==> src/rtl/tuning_pkg.sv <==
// tuning_pkg: shared FSM state type, default tuning constants and timer width helper.
package tuning_pkg;
  typedef enum logic [2:0] {
    IDLE, SETTLE, MEASURE, WAIT_READY, UPDATE, CHECK, DONE, FAIL
  } state_t;
  localparam int DEF_MAX_ITER = 12;
  localparam int DEF_SETTLE_CYCLES = 3;
  localparam int DEF_TIMEOUT_CYCLES = 255;
  function automatic int cnt_w(int v);
    return v < 2 ? 1 : $clog2(v + 1);
  endfunction
endpackage

==> src/rtl/seq_timer.sv <==
// seq_timer: loadable down-counter that holds at zero and flags it.
module seq_timer #(
  parameter int W = 8
) (
  input  logic         clk,
  input  logic         rst,
  input  logic         load,
  input  logic [W-1:0] load_val,
  output logic         zero
);
  logic [W-1:0] cnt;
  always_ff @(posedge clk or negedge rst)
    if (!rst) cnt <= '0;
    else cnt <= load ? load_val : (cnt != '0 ? cnt - 1'b1 : cnt);
  assign zero = cnt == '0;
endmodule

==> src/rtl/tuning_sequencer.sv <==
// tuning_sequencer: settle/measure/update loop driving Q measurement and bisection blocks.
// Define SEQ_TIMEOUT_EN to fail the run when meas_ready does not arrive within TIMEOUT_CYCLES.
module tuning_sequencer
  import tuning_pkg::*;
#(
  parameter int BUS_WIDTH = 10,
  parameter int MAX_ITER = DEF_MAX_ITER,
  parameter int SETTLE_CYCLES = DEF_SETTLE_CYCLES,
  parameter int TIMEOUT_CYCLES = DEF_TIMEOUT_CYCLES
) (
  input  logic                 clk,
  input  logic                 rst,
  input  logic                 go,
  input  logic                 abort,
  input  logic                 meas_ready,
  input  logic                 setup_completed,
  output logic                 meas_start,
  output logic                 ctrl_enable,
  output logic                 busy,
  output logic                 done,
  output logic                 fail,
  output logic                 timeout,
  output logic [BUS_WIDTH-1:0] iter_count
);
  localparam int SET_LD = SETTLE_CYCLES == 0 ? 0 : SETTLE_CYCLES - 1;
  localparam state_t FIRST = SETTLE_CYCLES == 0 ? MEASURE : SETTLE;
  localparam logic FIRST_MS = SETTLE_CYCLES == 0;
`ifdef SEQ_TIMEOUT_EN
  localparam int TW = cnt_w(SETTLE_CYCLES > TIMEOUT_CYCLES ? SETTLE_CYCLES : TIMEOUT_CYCLES);
  localparam int TMO_LD = TIMEOUT_CYCLES == 0 ? 0 : TIMEOUT_CYCLES - 1;
`else
  localparam int TW = cnt_w(SETTLE_CYCLES);
`endif
  state_t state;
  logic tmr_load, tmr_zero;
  logic [TW-1:0] tmr_val;
  // The timer is preloaded in every state that precedes a timed state, so no next-state decode is needed.
`ifdef SEQ_TIMEOUT_EN
  assign tmr_load = !(state inside {SETTLE, WAIT_READY});
  assign tmr_val = state == MEASURE ? TW'(TMO_LD) : TW'(SET_LD);
`else
  logic unused_cfg;
  assign unused_cfg = |TIMEOUT_CYCLES;
  assign tmr_load = state != SETTLE;
  assign tmr_val = TW'(SET_LD);
  assign timeout = 1'b0;
`endif
  assign busy = !(state inside {IDLE, DONE, FAIL});
  seq_timer #(.W(TW)) u_timer (
    .clk(clk),
    .rst(rst),
    .load(tmr_load),
    .load_val(tmr_val),
    .zero(tmr_zero)
  );
  always_ff @(posedge clk or negedge rst) begin
    if (!rst) begin
      state <= IDLE;
      meas_start <= 1'b0;
      ctrl_enable <= 1'b0;
      done <= 1'b0;
      fail <= 1'b0;
      iter_count <= '0;
`ifdef SEQ_TIMEOUT_EN
      timeout <= 1'b0;
`endif
    end else begin
      meas_start <= 1'b0;
      ctrl_enable <= 1'b0;
      case (state)
        IDLE, DONE, FAIL:
          if (go) begin
            state <= FIRST;
            meas_start <= FIRST_MS;
            iter_count <= '0;
            done <= 1'b0;
            fail <= 1'b0;
`ifdef SEQ_TIMEOUT_EN
            timeout <= 1'b0;
`endif
          end
        SETTLE:
          if (abort) state <= IDLE;
          else if (tmr_zero) begin
            state <= MEASURE;
            meas_start <= 1'b1;
          end
        MEASURE: state <= abort ? IDLE : WAIT_READY;
        WAIT_READY:
          if (abort) state <= IDLE;
          else if (meas_ready) begin
            state <= UPDATE;
            ctrl_enable <= 1'b1;
            iter_count <= &iter_count ? iter_count : iter_count + 1'b1;
          end
`ifdef SEQ_TIMEOUT_EN
          else if (tmr_zero) begin
            state <= FAIL;
            fail <= 1'b1;
            timeout <= 1'b1;
          end
`endif
        UPDATE: state <= abort ? IDLE : CHECK;
        CHECK:
          if (abort) state <= IDLE;
          else if (setup_completed) begin
            state <= DONE;
            done <= 1'b1;
          end else if (iter_count == BUS_WIDTH'(MAX_ITER)) begin
            state <= FAIL;
            fail <= 1'b1;
          end else begin
            state <= FIRST;
            meas_start <= FIRST_MS;
          end
        default: state <= IDLE;
      endcase
    end
  end
endmodule
==> config.mk <==
export PLATFORM = sky130hd
export DESIGN_NAME = tuning_sequencer
export DESIGN_NICKNAME = d
export VERILOG_FILES = /design/src/rtl/tuning_pkg.sv /design/src/rtl/seq_timer.sv /design/src/rtl/tuning_sequencer.sv
export SDC_FILE = /design/constraint.sdc
export NUM_CORES = 1
export LEC_CHECK = 0
export BUFFER_PORTS_ARGS = -buffer_cell sky130_fd_sc_hd__buf_2
export CORE_UTILIZATION = 30
export CTS_CLUSTER_SIZE = 8
export DETAILED_ROUTE_END_ITERATION = 10
export GPL_ROUTABILITY_DRIVEN = 0
export SLEW_MARGIN = 20
export SYNTH_ARGS = -nofsm -noshare
export SYNTH_HDL_FRONTEND = slang
export SYNTH_SLANG_ARGS = --single-unit
==> constraint.sdc <==
create_clock -name clk -period 1.9 [get_ports clk]
set_input_delay 0.285 -clock clk [delete_from_list [all_inputs] [get_ports clk]]
set_output_delay 0.285 -clock clk [all_outputs]
set_load 0.1 [all_outputs]
* Yosys cells after proc, flatten, opt, wreduce, memory -nomap -nowiden
Index checks and enable logic that the tools add are counted.
** Word-level totals
- Register bits after elaboration :: 19
- Input port bits :: 6
- Logic and storage cells :: 74
- Output and inout bits :: 16
** Cells by class
- Eq/ne operators :: 19
- Reduce and logical (&&, ||, !) cells :: 14
- Add/subtract/negate cells :: 2
- Multiplexer cells :: 32
** Operators by type and width (count)
- 10-bit two-way mux :: 4
- 3-bit two-way mux :: 9
- 10-bit case mux with 2 select lines :: 1
- 3-bit case mux with 6 select lines :: 1
- 2-bit inequality test (second input constant) :: 8
- 3-bit equality test (second input constant) :: 4
- 1-bit two-way mux :: 12
- 10-bit by 1-bit adder with 10-bit output (second input constant) :: 1
- 10-bit by 4-bit equality test with 1-bit output (second input constant) :: 1
- 10-bit AND reduction :: 1
- 5-bit AND reduction :: 2
- 2-bit nonzero test :: 4
- 3-bit by 2-bit equality test with 1-bit output (second input constant) :: 2
- 2-bit two-way mux :: 3
- 3-bit inequality test (second input constant) :: 2
- 1-bit case mux with 2 select lines :: 2
- 4-bit AND reduction :: 1
- 3-bit by 1-bit equality test with 1-bit output (second input constant) :: 1
- 3-bit zero test :: 1
- 3-bit by 1-bit inequality test with 1-bit output (second input constant) :: 1
- 3-bit AND reduction :: 1
- 3-bit nonzero test :: 1
- 3-bit OR reduction :: 1
- 2-bit zero test :: 1
- other kinds (2) :: 2

* Longest topological paths before layout
- Depth after elaboration :: 5
- Gate-level depth with buffers :: 6
- Gate-level depth less buffers :: 6

* By module
From an unflattened synthesis, not the netlist that was laid out.
** Unflattened totals
- Cells, all modules :: 135
- Area total of the unflattened synthesis :: 1221.2 um^2
** Modules (own cells, without submodules)
- tuning_sequencer :: cells an instance 123, times used 1, seq. area each 425.4 um^2, area each 1108.6 um^2
- seq_timer :: cells an instance 12, times used 1, seq. area each 50.0 um^2, area each 112.6 um^2

* Least setup slack after synthesis
No wires, ideal clock.
- Path type :: register -> register
- Start point :: reg iter_count[1]
- End point :: reg iter_count[4]
- Period minus slack after synthesis :: 2.475 ns
- Data arrival time :: 2.353 ns
- Stages on the path, launching flop included :: 7
- Path slack :: -0.575 ns
- Path buffers :: 1
- Required time :: 1.778 ns
- Library setup time :: 0.122 ns
- Cells stage by stage :: dfrtp_1 > ha_1 > nand3_1 > o311a_4 > or2_0 > buf_2 > a22o_1
** On the way
- Longest elaborated chain between the ends :: 5
- Elaborated cells between the ends (all ways) :: 8
- Classes of those cells :: add/sub: 1; eq/ne: 1; mux: 4; reduce/logical: 2
** Ends and longest elaborated chain
- start, declared :: RTL line tuning_sequencer.sv:23 : output logic [BUS_WIDTH-1:0] iter_count
- start signal, assigned :: RTL line tuning_sequencer.sv:94 : iter_count <= &iter_count ? iter_count : iter_count + 1'b1;
- 10-bit by 1-bit adder with 10-bit output :: RTL line tuning_sequencer.sv:94
- 10-bit two-way mux :: RTL line tuning_sequencer.sv:94
- 10-bit two-way mux :: RTL line tuning_sequencer.sv:91 : else if (meas_ready) begin
- 10-bit two-way mux :: RTL line tuning_sequencer.sv:90 : if (abort) state <= IDLE;
- 10-bit case mux with 2 select lines :: RTL line tuning_sequencer.sv:70 : case (state)
Parallel ways exist; a longest one is shown, timed or not. The select of a mux whose other input is x is not followed.
A chain may end at the register's enable or synchronous reset.

* Worst setup path after layout
- Start point :: reg iter_count[0]
- End point :: reg iter_count[4]
Same word-level chain as after synthesis.

==> impl_results.md <==
- Met1 usage: 19.7%
- Mapped cell area: 1160 um^2
- Longest Clk Path Bufs: 2
- Max Freq: 568 MHz
- CTS sink cnt: 19
- HP Start: setup_completed
- Tcrit/Tclk final: 92.7%
- Worst-skew pair later-pin latency: 260 ps
- Critical path class: flop to flop
- DRT iter0 DRCs: 44
- Cts bufs inserted: 3
- Synth area leaders: dfrtp_1 41%, nor3_1 3.9%, nand2_1 3.6%, ha_1 3.2%, a22o_1 3.0%
- RSZ-0062 raised after global routing: false
- GR peak layer: met2
- I/O Buffers: 20
- Met3 GRT Util: 2.68%
- Pwr/cell area: 1110 nW/um^2
- Starting Density: 31.5%
- Worst min-delay path category: input port to flop
- GRT Total Usage: 15.4%
- # diodes: 0
- Vias per cell: 5.19
- Max cap viols: 0
- Final wirelength: 2.72 mm
- Initial antenna violation count: 0
- CORE AREA: 3690 um^2
- Ys Warns: 0
- Leakage power: 0.000631 uW
- DIE WIDTH: 64.2 um
- Share of cells above drive strength 1: 31.6%
- Remaining global-route overflow: 0
- Max Transition Viols Final: 0
- WP data required: 2050 ps
- CTS tree: yes
- Clk root buf: clkbuf_8
- Nets@finish: 168
- Layout area overhead: 26.3%
- Number of global-route vias before repair: 1080
- Sequential fraction of the synthesis area: 40.9%
- Placed Area: 1390 um^2
- Syn_nets: 142
- First-pass GRT wire length: 4.90 mm
- Count of cell types in the netlist: 44
- Area leader, netlist: dfrtp_1
- Top-area cell type share of the netlist area: 40.9%
- Pre-Repair DR Iteration Count: 4
- # fillers: 400
- Die Ht: 64.2 um
- Setup TNS: 0 ps
- # setup viols final: 0
- Wirelength per Cell: 13.2 um
- Worst setup SP type: flop
- Remaining DRCs: 0
- Number of rows in the core area: 22
- Final min period: 1760 ps
- Number of enable flip-flop cells after synthesis: 0
- Number of synthesized register bits: 19
- Final hold viol count: 0
- Largest net degree at the start of global routing: 20
- Crit path launch: iter_count[0]
- Clock slew at reported path FFs: 70 ps
- Critical Path AT: 1910 ps
- Fraction of registers with async set/reset: 100%
- Finished Core Util: 39.8%
- Die area: 4130 um^2
- DRT antenna net count: 0
- Final Skew: 1.29 ps
- Via count: 1069
- Post-DP HPWL: 2.05 mm
- R2r startpoint: iter_count[0]
- Gate Count Post-Synth: 133
- Max VDD drop: 0.406 mV
- GR Layer Usage met2: 24.5%
- Post-route cell area: 1470 um^2
- Synth Flop Type: dfrtp_1
- CTS H-tree depth: 1
- I/O pin total: 22
- CP Max Fanout: 7
- CP endpoint kind: flop
- Avg Cell Area, Syn: 8.74 um^2
- Status: finished, final reports clean
## through the flow
step	power (uW)	setup slack, ps	cells	hold slack, ps
finish	1620	138	206	309
global route	1740	49.3	206	317
detailed placement	1320	1.00	201	258
CTS	1610	38.0	206	305
floorplan	1100	-74.1	133	-10.6
global placement	1300	118	201	249
## where the power goes
part | switching (uW) | internal, uW | total, uW
logic | 490 | 300 | 789
clock network | 139 | 149 | 289
registers | 83.4 | 461 | 545
## metal layers
layer / up-vias / routed length [um]
li1: 533 / -
met1: 507 / 1310
met2: 22 / 1260
met3: 7 / 86
met4: 0 / 65
met5: - / 0
## logic make-up (layout without fill, tap and decap cells)
family                   after synthesis  after routing  synth area share, %
AO/OA/AOI/OAI                         36             36                 21.9
XOR/XNOR                               1              1                0.754
adder cells (fa/ha/maj)                3              3                 3.23
buffers and inverters                 13             38                 4.74
flip-flops                            19             19                 40.9
multiplexers                           2              2                 1.83
other                                  1              1                0.323
AND/OR/NAND/NOR                       58             58                 26.4
## cell usage after synthesis (2+ instances only)
master and number:
dfrtp_1 19, nand2_1 11, nor2_1 9, nor3_1 9
inv_1 7, o21ai_0 6, a21oi_1 5, nand2b_1 5
nand3_1 5, a22o_1 4, o21ai_1 4, a31oi_1 3
and2_1 3, clkbuf_1 3, ha_1 3, nor2b_1 3
buf_2 2, nand4_1 2, nor4_1 2, o21a_1 2
o32ai_1 2, or2_2 2
## worst paths after layout
kind                                      end  slack, ps  cells after the start
worst min-delay path                     done        310                      2
min in group asynchronous       iter_count[3]        490                      2
max in group asynchronous       iter_count[5]       1080                      2
worst max-delay path            iter_count[4]        140                      5
worst max register to register  iter_count[4]        140                      5
worst min register to register           fail        510                      1
## critical path, stage by stage (launching register included)
cell	delay (ps)
dfrtp_4	450
ha_4	160
nand3_1	140
o311a_4	420
or2_4	280
a22o_1	200
## cell type report
cell class | count | area [um^2] | share of cell area (%)
Inverter | 7 | 26.3 | 1.79
Clock buffer | 4 | 45.0 | 3.07
Tap cell | 48 | 60.1 | 4.09
Timing Repair Buffer | 27 | 170 | 11.6
Sequential cell | 19 | 497 | 33.8
Multi-Input combinational cell | 101 | 669 | 45.6
## state kept, by name, summed over array words and instances (netlist names)
register     flops
ctrl_enable      1
u_timer.cnt      2
state            3
fail             1
iter_count      10
done             1
meas_start       1
## repair_timing
action	CTS	global route
hold endpoints to repair	19	0
resized for setup	1	5
setup buffers	0	0
hold buffers	1	0
endpoints found under the setup margin	1	10
gates cloned	0	0
## cells in the final DEF (no fill, tap or decap), types with 2 or more instances in the layout
master and instances:
o21ai_0 6, a31oi_1 3, a22o_1 4, clkbuf_8 3, buf_2 19, nor2_1 8
o21ai_1 4, ha_1 2, buf_4 6, nand2b_1 5, nor3_1 9, dfrtp_2 8
a21oi_1 5, nand3_1 5, nand4_1 2, dfrtp_4 3, o32ai_1 2, and2_1 3
or2_2 2, nand2_1 11, dfrtp_1 8, inv_1 7, nor2b_1 3, o21a_1 2
(Power assumes the default switching activity.)
